File: config.mk
export PLATFORM = sky130hd
export DESIGN_NAME = part_2_rcv_sync
export DESIGN_NICKNAME = d
export VERILOG_FILES = /design/src/rtl/part_2_rcv_sync.sv
export SDC_FILE = /design/constraint.sdc
export NUM_CORES = 1
export LEC_CHECK = 0
export ABC_AREA = 1
export ABC_CLOCK_PERIOD_IN_PS = 1600
export CORE_ASPECT_RATIO = 0.7
export CORE_MARGIN = 2
export CORE_UTILIZATION = 42
export DETAILED_ROUTE_END_ITERATION = 10
export PLACE_DENSITY = 0.78
export SLEW_MARGIN = 15
export SYNTH_ARGS = -nofsm -noshare
export SYNTH_HDL_FRONTEND = slang
export SYNTH_SLANG_ARGS = --single-unit
export TNS_END_PERCENT = 30
File: constraint.sdc
create_clock -name clk_i -period 1.6 [get_ports clk_i]
set_input_delay 0.24 -clock clk_i [delete_from_list [all_inputs] [get_ports clk_i]]
set_output_delay 0.24 -clock clk_i [all_outputs]
set_load 0.05 [all_outputs]
File: src/rtl/part_2_rcv_sync.sv
// Receive-side synchronizer for the partition-2 initiator: tracks per-event
// fetch requests, holds mission clocks, and captures mailbox payloads under a watchdog.
module part_2_rcv_sync #(
  parameter int N_EV     = 4,
  parameter int DW       = 9,
  parameter int WDOG_MAX = 100,
  parameter int SEL_EV   = 3
) (
  input  logic                    clk_i,
  input  logic                    rst_i,
  input  logic [N_EV-1:0]         req_i,
  input  logic                    lut_valid_i,
  input  logic [$clog2(N_EV):0]   lut_event_i,
  input  logic [DW-1:0]           lut_data_i,
  output logic                    lut_ack_o,
  output logic [N_EV-1:0]         freeze_clk,
  output logic [N_EV-1:0]         rcv_valid_o,
  output logic [N_EV*DW-1:0]      rcv_data_o,
  output logic                    valid,
  output logic [DW-2:0]           o_data,
  output logic                    timeout_o,
  output logic                    unexp_o,
  output logic                    overrun_o,
  output logic                    busy_o
);

  localparam int EVW = $clog2(N_EV) + 1;
  localparam int IW  = (N_EV > 1) ? $clog2(N_EV) : 1;
  localparam int WW  = $clog2(WDOG_MAX + 1);

  typedef enum logic [1:0] {
    S_IDLE,
    S_WAIT,
    S_ERR
  } state_t;

  state_t            state;
  logic [N_EV-1:0]   pending;
  logic [WW-1:0]     wdog;

  logic              in_range;
  logic [IW-1:0]     ev_idx;
  logic              live;
  logic              match;
  logic              drop;
  logic [N_EV-1:0]   match_vec;
  logic [N_EV-1:0]   pending_nxt;
  logic              ovr;

  always_comb begin
    in_range    = (lut_event_i < EVW'(N_EV));
    ev_idx      = lut_event_i[IW-1:0];
    live        = !rst_i && (state != S_ERR);
    match       = live && lut_valid_i && in_range && pending[ev_idx];
    drop        = live && lut_valid_i && !match;
    lut_ack_o   = match || drop;
    match_vec   = match ? (N_EV'(1) << ev_idx) : '0;
    // A request landing on the event being captured re-arms it instead of overrunning.
    pending_nxt = (pending & ~match_vec) | req_i;
    ovr         = |(req_i & pending & ~match_vec);
    busy_o      = (state == S_WAIT);
  end

  always_ff @(posedge clk_i) begin
    if (rst_i) begin
      state       <= S_IDLE;
      pending     <= '0;
      wdog        <= '0;
      freeze_clk  <= '0;
      rcv_valid_o <= '0;
      rcv_data_o  <= '0;
      valid       <= 1'b0;
      o_data      <= '0;
      timeout_o   <= 1'b0;
      unexp_o     <= 1'b0;
      overrun_o   <= 1'b0;
    end else begin
      pending     <= pending_nxt;
      rcv_valid_o <= match_vec;
      for (int unsigned k = 0; k < N_EV; k++) begin
        if (match_vec[k]) rcv_data_o[k*DW +: DW] <= lut_data_i;
      end
      if (match_vec[SEL_EV]) {valid, o_data} <= lut_data_i;
      if (drop) unexp_o <= 1'b1;
      if (ovr) overrun_o <= 1'b1;

      case (state)
        S_IDLE: begin
          wdog       <= '0;
          freeze_clk <= pending_nxt;
          if (|pending_nxt) state <= S_WAIT;
        end
        S_WAIT: begin
          freeze_clk <= pending_nxt;
          if (match) begin
            wdog <= '0;
            if (pending_nxt == '0) state <= S_IDLE;
          end else if (wdog == WW'(WDOG_MAX)) begin
            state     <= S_ERR;
            timeout_o <= 1'b1;
          end else begin
            wdog <= wdog + WW'(1);
          end
        end
        S_ERR: begin
          timeout_o <= 1'b1;
        end
        default: state <= S_IDLE;
      endcase
    end
  end

endmodule

==> impl_results.md, run 1 <==
* Die Y at 68.74 um
* GRT Overall Usage at 0.2212
* Leading area contributor after synthesis: dfxtp_1
* Hold Worst Slack at 0.4548 ns
* Initial antenna violation count at 0
* Critical Path Start Type: register
* Power per cell area at 1253 nW/um^2
* CTS tree: built
* XOR/XNOR share of the synthesized area at 0
* Die W at 96.49 um
* Routed Antenna Nets at 0
* Fin crit share at 1.092
* Area of the multi-input gates at 1224 um^2
* Post-synth EDFFs at 0
* Clk root buf: clkbuf_8
* Initial DRT Pass Iterations at 4
* Cell Count, Final, Fillers Out at 515
* Worst path bufs/invs at 4
* Crit path max-delay family: simple AND/OR/NAND/NOR gates
* Largest stage delay on the critical path at 0.33 ns
* Simple-gate portion of the synthesized area at 0.2736
* Clock sink count at 60
* Register area share after synthesis at 0.4776
* First-pass GRT wire length at 10.85 mm
* DR vias at 2543
* DRC viols at 0
* Routed wire per std cell at 14.00 um
* Top-area cell type share of the netlist area at 0.4776
* PortBufs at 76
* CP Capture Type: register
* Rows at 23
* Number of global-route vias before repair at 2251
* Worst skew pair latency at 0.32 ns
* Largest family of logic cells by synthesized area: simple AND/OR/NAND/NOR gates
* Ranking of synthesized cells by area: dfxtp_1, nand2_1, a21oi_1, inv_1, nand3_2
* Fmax at 572.6 MHz
* Most frequent cell after synthesis: nand2_1
* Static leakage at 1.634 nW
* Fillcell total at 484
* Clock buffer count from CTS at 9
* CP cell instances: inv_2 -> ha_4 -> inv_4 -> nand3_4 -> nor2_4 -> nand2_2 -> nand2_4 -> inv_1 -> nand2_1 -> nand2_1 -> inv_1 -> nand3_2 -> nor2_1 -> nor2_1
* Req. time, crit path at 1.82 ns
* Design area at 3824 um^2
* Yosys Warn Count at 0
* #FFs+latches synth at 60
* # nets final at 463
* Crit path max fanout at 5
* Setup ws final at -0.1465 ns
* Final design utilization at 0.6643
* Finish-stage setup viols at 6
* Maximum root-to-sink buffer count at 2
* RSZ-0062 raised after global routing: true
* Via/cell ratio at 4.938
* DP HPWL at 5.015 mm
* Max_slew headroom at 0.6515
* Syn nets at 355
* Top Ports at 77
* Worst path depth at 14
* Synth-to-layout area growth at 52.04%
* Predominant post-synthesis flop cell: dfxtp_1
* Cells after Synth at 331
* Worst slack, placed at -0.3924 ns
* Placed Cells at 492
* Reg2reg path depth at 14
* Max IR drop VDD at 0.7770 mV
* Clk_skew at 0.004730 ns
* Top cells by count, synth: nand2_1, dfxtp_1, a21oi_1
* Max Cap Viol at 0
* Routed wire length at 7.209 mm
* # H-tree levels at 3
* Clock transition at the registers of the reported paths at 0.06 ns
* Final min period at 1.746 ns
* Post-synth ARST share at 0
* Synth Area per Inst at 7.598 um^2
* Critical-path top delay cell: dfxtp_2
* Share of layout cells above drive strength 1 at 0.3977
* Seq. cell area at 1206 um^2
* Failing checks: setup timing
* N_diodes at 0
* Final Hold Fails at 0
* Final slew viol count at 0
* Adder-Cell Fraction of Synth Area at 0.02488
* Initial Utilization at 0.4370
* Netlist cell types at 27
* Placed Area at 3381 um^2
* DIE AREA at 6633 um^2
* Cell Area, Synth at 2515 um^2
* Status: finished, violations left
* Mux contribution to synthesized area at 0
* RD Place Congestion at 0.8060
* Arrival time at the worst endpoint at 1.96 ns
* CP Class: reg2reg
* Drt initial violations at 134
* Post-synthesis compound-gate area fraction at 0.1234
* Overflow after GRT at 0
* Hold depth at 2
* Slew @ Worst Pin at 0.5227 ns
* Register-to-Register Setup Slack at -0.15 ns
* Pin count of the biggest net entering global routing at 47
* Worst Hold Class: reg2reg
* Core Area at 5756 um^2
## through the flow
stage               power, mW  setup TNS (ns)
floorplan               2.634         -0.1329
detailed placement      3.247          -18.36
finish                  4.792         -0.4793
global route            5.048          -3.116
CTS                     4.514         -0.2932
global placement        3.236          -14.50
## layer usage
layer	track usage	part of all wire	vias to the layer above	wire length (um)
li1	-	-	1247	-
met1	0.3096	0.46	1199	3327
met2	0.3229	0.45	87	3257
met3	0.07065	0.073	10	527
met4	0.07394	0.013	0	97
met5	0	0	-	0
## cell usage in the layout, fill, tap and decap left out, types with 3 or more instances in the layout
master           netlist  routed
a21oi_1               40      37
a21oi_2                3       5
buf_4                  9      85
buf_6                  0      10
clkbuf_8               0      10
clkdlybuf4s50_1        0      16
dfxtp_1               60      56
dfxtp_2                0       4
ha_4                   0       4
inv_1                 30      21
inv_2                  4       8
inv_4                  0       6
nand2_1              106      97
nand2_2                5      10
nand2_4                1       5
nand3_1                7       6
nand3_2                8       8
nor2_1                18      14
nor2_2                 3       4
nor2_4                 1       4
nor3_1                 4       3
o211ai_1               4       4
## registers in the layout, summed over array words and instances (netlist names)
| name | cells |
|---|---|
| freeze_clk | 4 |
| rcv_data_o | 36 |
| overrun_o | 1 |
| rcv_valid_o | 4 |
| state | 2 |
| unexp_o | 1 |
| pending | 4 |
| wdog | 7 |
| timeout_o | 1 |
## path summary, 6_finish.rpt
path / start / to
min: timeout_o$_SDFFE_PP0P_ / timeout_o$_SDFFE_PP0P_
min reg2reg: timeout_o$_SDFFE_PP0P_ / timeout_o$_SDFFE_PP0P_
max reg2reg: state[0]$_SDFFE_PP0P_ / state[0]$_SDFFE_PP0P_
max: state[0]$_SDFFE_PP0P_ / state[0]$_SDFFE_PP0P_
## where the power goes
| group | leakage [nW] | switching, mW | total [mW] | internal (mW) |
|---|---|---|---|---|
| Clock | 0.0743 | 0.505 | 1.08 | 0.570 |
| Combinational | 1.07 | 1.12 | 2.04 | 0.914 |
| Sequential | 0.489 | 0.0680 | 1.68 | 1.61 |
## timing repair
action | 4_1_cts | 5_1_grt
resized for setup | 16 | 59
endpoints found under the hold margin | 0 | 0
gates cloned | 0 | 0
pin swaps | 7 | 18
setup buffers | 7 | 8
hold buffers | 0 | 0
endpoints found under the setup margin | 44 | 55
## area by class of cell
class / instances / share of cell area
multi-input combinational: 214 / 0.3200
sequential: 60 / 0.3154
timing repair buffer: 115 / 0.2543
inverter: 39 / 0.04777
clock buffer: 12 / 0.03796
tap: 75 / 0.02454
## cell families (layout without fill, tap and decap cells)
kind of cell | Yosys count | after routing
AND/OR/NAND/NOR | 155 | 155
flip-flops | 60 | 60
buffers and inverters | 57 | 166
AO/OA/AOI/OAI | 54 | 54
adder cells (fa/ha/maj) | 5 | 5
## worst register-to-register path, cell delays in order (launching register included)
cell and delay (ns):
dfxtp_2 0.33, inv_2 0.05, ha_4 0.15, inv_4 0.06, nand3_4 0.07, nor2_4 0.20
nand2_2 0.13, nand2_4 0.09, inv_1 0.05, nand2_1 0.07, nand2_1 0.06, inv_1 0.08
nand3_2 0.11, nor2_1 0.13, nor2_1 0.06
Power figures use the tool's default switching activity.
==> run 2: changes to the inputs <==
--- a/config.mk
+++ b/config.mk
@@ -7,11 +7,14 @@
 export LEC_CHECK = 0
 export ABC_AREA = 1
 export ABC_CLOCK_PERIOD_IN_PS = 1600
+export CELL_PAD_IN_SITES_DETAIL_PLACEMENT = 0
+export CELL_PAD_IN_SITES_GLOBAL_PLACEMENT = 2
 export CORE_ASPECT_RATIO = 0.7
 export CORE_MARGIN = 2
-export CORE_UTILIZATION = 42
+export CORE_UTILIZATION = 23
 export DETAILED_ROUTE_END_ITERATION = 10
-export PLACE_DENSITY = 0.78
+export GPL_TIMING_DRIVEN = 1
+export PLACE_DENSITY = 0.77
 export SLEW_MARGIN = 15
 export SYNTH_ARGS = -nofsm -noshare
 export SYNTH_HDL_FRONTEND = slang
==> run 2 against run 1 <==
Compared with the run above:
- the flow still finishes with violations (setup timing)
- worst hold slack worse by 0.10 ns
- sequential cell count unchanged
- clock power up 65%
- non-clock buffer count up 4
- wire length up 13%
- fmax up 0.33%
- core utilization down 28 points
==> impl_results.md, run 2 (same netlist as run 1, synthesis figures left out) <==
* Status: finished, violations left
* Top Ports at 77 (unchanged)
* Max Cap Viol at 0 (unchanged)
* Final slew viol count at 0 (unchanged)
* Initial DRT Pass Iterations at 4 (unchanged)
* CP cell instances: inv_2 -> ha_4 -> inv_4 -> nand3_4 -> nor2_4 -> nand3_2 -> nand2_1 -> nand2_2 -> nor2_2 -> nand2_1 -> nand2_1 -> nand3_2 -> nor2_1 -> nor2_1
* Worst slack, placed at -0.4784 ns (-0.08601 ns)
* Max IR drop VDD at 0.5378 mV (-31%)
* Finish-stage setup viols at 29 (+23)
* Top cell by count, worst path: nand2_1
* Worst skew pair latency at 0.33 ns (about the same)
* Placed Area at 3485 um^2 (+3.1%)
* Share of layout cells above drive strength 1 at 0.4094 (+0.01167)
* # H-tree levels at 3 (unchanged)
* Fin crit share at 1.088 (-0.003606)
* Critical-path top delay cell: dfxtp_2
* Area of the multi-input gates at 1242 um^2 (+1.5%)
* Routed wire per std cell at 13.71 um (-2.1%)
* DIE AREA at 11800 um^2 (+78%)
* Cell Count, Final, Fillers Out at 595 (+16%)
* Static leakage at 1.717 nW (+5.0%)
* Maximum root-to-sink buffer count at 2 (unchanged)
* Clock sink count at 60 (unchanged)
* Synth-to-layout area growth at 61.04%
* Setup ws final at -0.1407 ns (+0.005770 ns)
* Commonest non-fill, non-tap cell in the layout: nand2_1
* Clock buffer count from CTS at 9 (unchanged)
* Final Hold Fails at 0 (unchanged)
* Drt initial violations at 112 (-16%)
* Via/cell ratio at 4.187 (-15%)
* DP HPWL at 5.815 mm (+16%)
* Largest reg by FF count: rcv_data_o
* Die W at 129.0 um (+34%)
* RD Place Congestion at 0.7629 (-5.3%)
* Rows at 31 (+35%)
* Fmax at 574.5 MHz (+0.33%)
* PortBufs at 76 (unchanged)
* Fillcell total at 1107 (+130%)
* Req. time, crit path at 1.82 ns (about the same)
* N_diodes at 0 (unchanged)
* Most frequent cells in the layout: nand2_1, buf_4, dfxtp_1, a21oi_1, inv_1
* Routed Antenna Nets at 0 (unchanged)
* Crit path max-delay family: simple AND/OR/NAND/NOR gates
* Largest stage delay on the critical path at 0.33 ns (about the same)
* Clock transition at the registers of the reported paths at 0.05 ns (about the same)
* Final min period at 1.741 ns (-0.005770 ns)
* Overflow after GRT at 0 (unchanged)
* Initial antenna violation count at 0 (unchanged)
* Max reg flops at 36 (unchanged)
* Hold Worst Slack at 0.3507 ns (-0.1041 ns)
* Placed Cells at 569 (+16%)
* Tot Pwr at 5.302 mW (+11%)
* Power per cell area at 1309 nW/um^2 (+4.5%)
* Routed wire length at 8.158 mm (+13%)
* Max_slew headroom at 0.5871 (-0.06438)
* Clk root buf: clkbuf_16
* CTS tree: built
* Seq. cell area at 1204 um^2 (-0.21%)
* GRT Overall Usage at 0.1420 (-0.07926)
* Critical Path Start Type: register
* Worst path bufs/invs at 2 (-2)
* Setup Total Neg Slack at -2.210 ns (-1.731 ns)
* Crit path max fanout at 5 (unchanged)
* Final design utilization at 0.3853 (-0.2790)
* Core Area at 10510 um^2 (+83%)
* RSZ-0062 raised after global routing: true
* Largest regs: rcv_data_o: 36 flops, wdog: 7 flops
* Design area at 4050 um^2 (+5.9%)
* # nets final at 467 (+0.86%)
* Number of global-route vias before repair at 2303 (+2.3%)
* Pin count of the biggest net entering global routing at 47 (unchanged)
* Worst Hold Class: in2reg
* Failing checks: setup timing
* CP Class: reg2reg
* DRC viols at 0 (unchanged)
* First-pass GRT wire length at 12.47 mm (+15%)
* Clk_skew at 0.007786 ns (+0.003056 ns)
* Initial Utilization at 0.2393 (-0.1977)
* DR vias at 2491 (-2.0%)
* Arrival time at the worst endpoint at 1.96 ns (about the same)
* Slew @ Worst Pin at 0.6193 ns (+0.09657 ns)
* Die Y at 91.49 um (+33%)
* CP Capture Type: register
[run 2: cell count changes in the layout (fill, tap and decap cells not counted), sizes merged]
| cell | delta |
|---|---|
| clkbuf | +1 |
| clkinv | +5 |
| clkinvlp | -1 |
| inv | -2 |
| dlymetal6s2s | -1 |
| buf | +5 |
[run 2: tightest hold or removal path: stages]
cell	delay (ns)
buf_2	0.10
inv_2	0.05
buf_4	0.16
nand2_1	0.06
nor2_1	0.04
[run 2: timing repair]
action / in CTS / in global routing
pin swaps: 10 / 5
resized for setup: 33 / 35
cloned: 0 / 1
hold buffers: 0 / 0
buffers inserted: 8 / 3
setup endpoints to repair: 50 / 52
[run 2: cell type report]
class / count / share of cell area
clock buffer: 13 / 0.06426
clock inverter: 2 / 0.002471
inverter: 39 / 0.03923
multi-input combinational: 214 / 0.3068
sequential: 60 / 0.2972
tap: 148 / 0.04572
timing repair buffer: 119 / 0.2444
[run 2: report_power, final]
part | internal, mW | switching, mW | leakage, nW
clock | 1.12 | 0.664 | 0.135
sequential | 1.61 | 0.0688 | 0.488
combinational | 0.784 | 1.06 | 1.09
total | 3.51 | 1.79 | 1.72
[run 2: worst paths after layout]
path | startpoint | endpoint | slack [ns] | depth (start not counted)
setup / recovery | state[0]$_SDFFE_PP0P_ | state[1]$_SDFFE_PP0P_ | -0.14 | 14
hold / removal | rst_i | state[0]$_SDFFE_PP0P_ | 0.35 | 5
setup reg to reg | state[0]$_SDFFE_PP0P_ | state[1]$_SDFFE_PP0P_ | -0.14 | 14
hold reg to reg | timeout_o$_SDFFE_PP0P_ | timeout_o$_SDFFE_PP0P_ | 0.46 | 2
[run 2: routing by layer]
layer,GRT usage,up-vias,share of wire
met1,0.2050,1163,0.52
met4,0.05707,0,0.015
met2,0.1953,62,0.42
li1,-,1256,-
met3,0.04125,10,0.045
met5,0,-,0
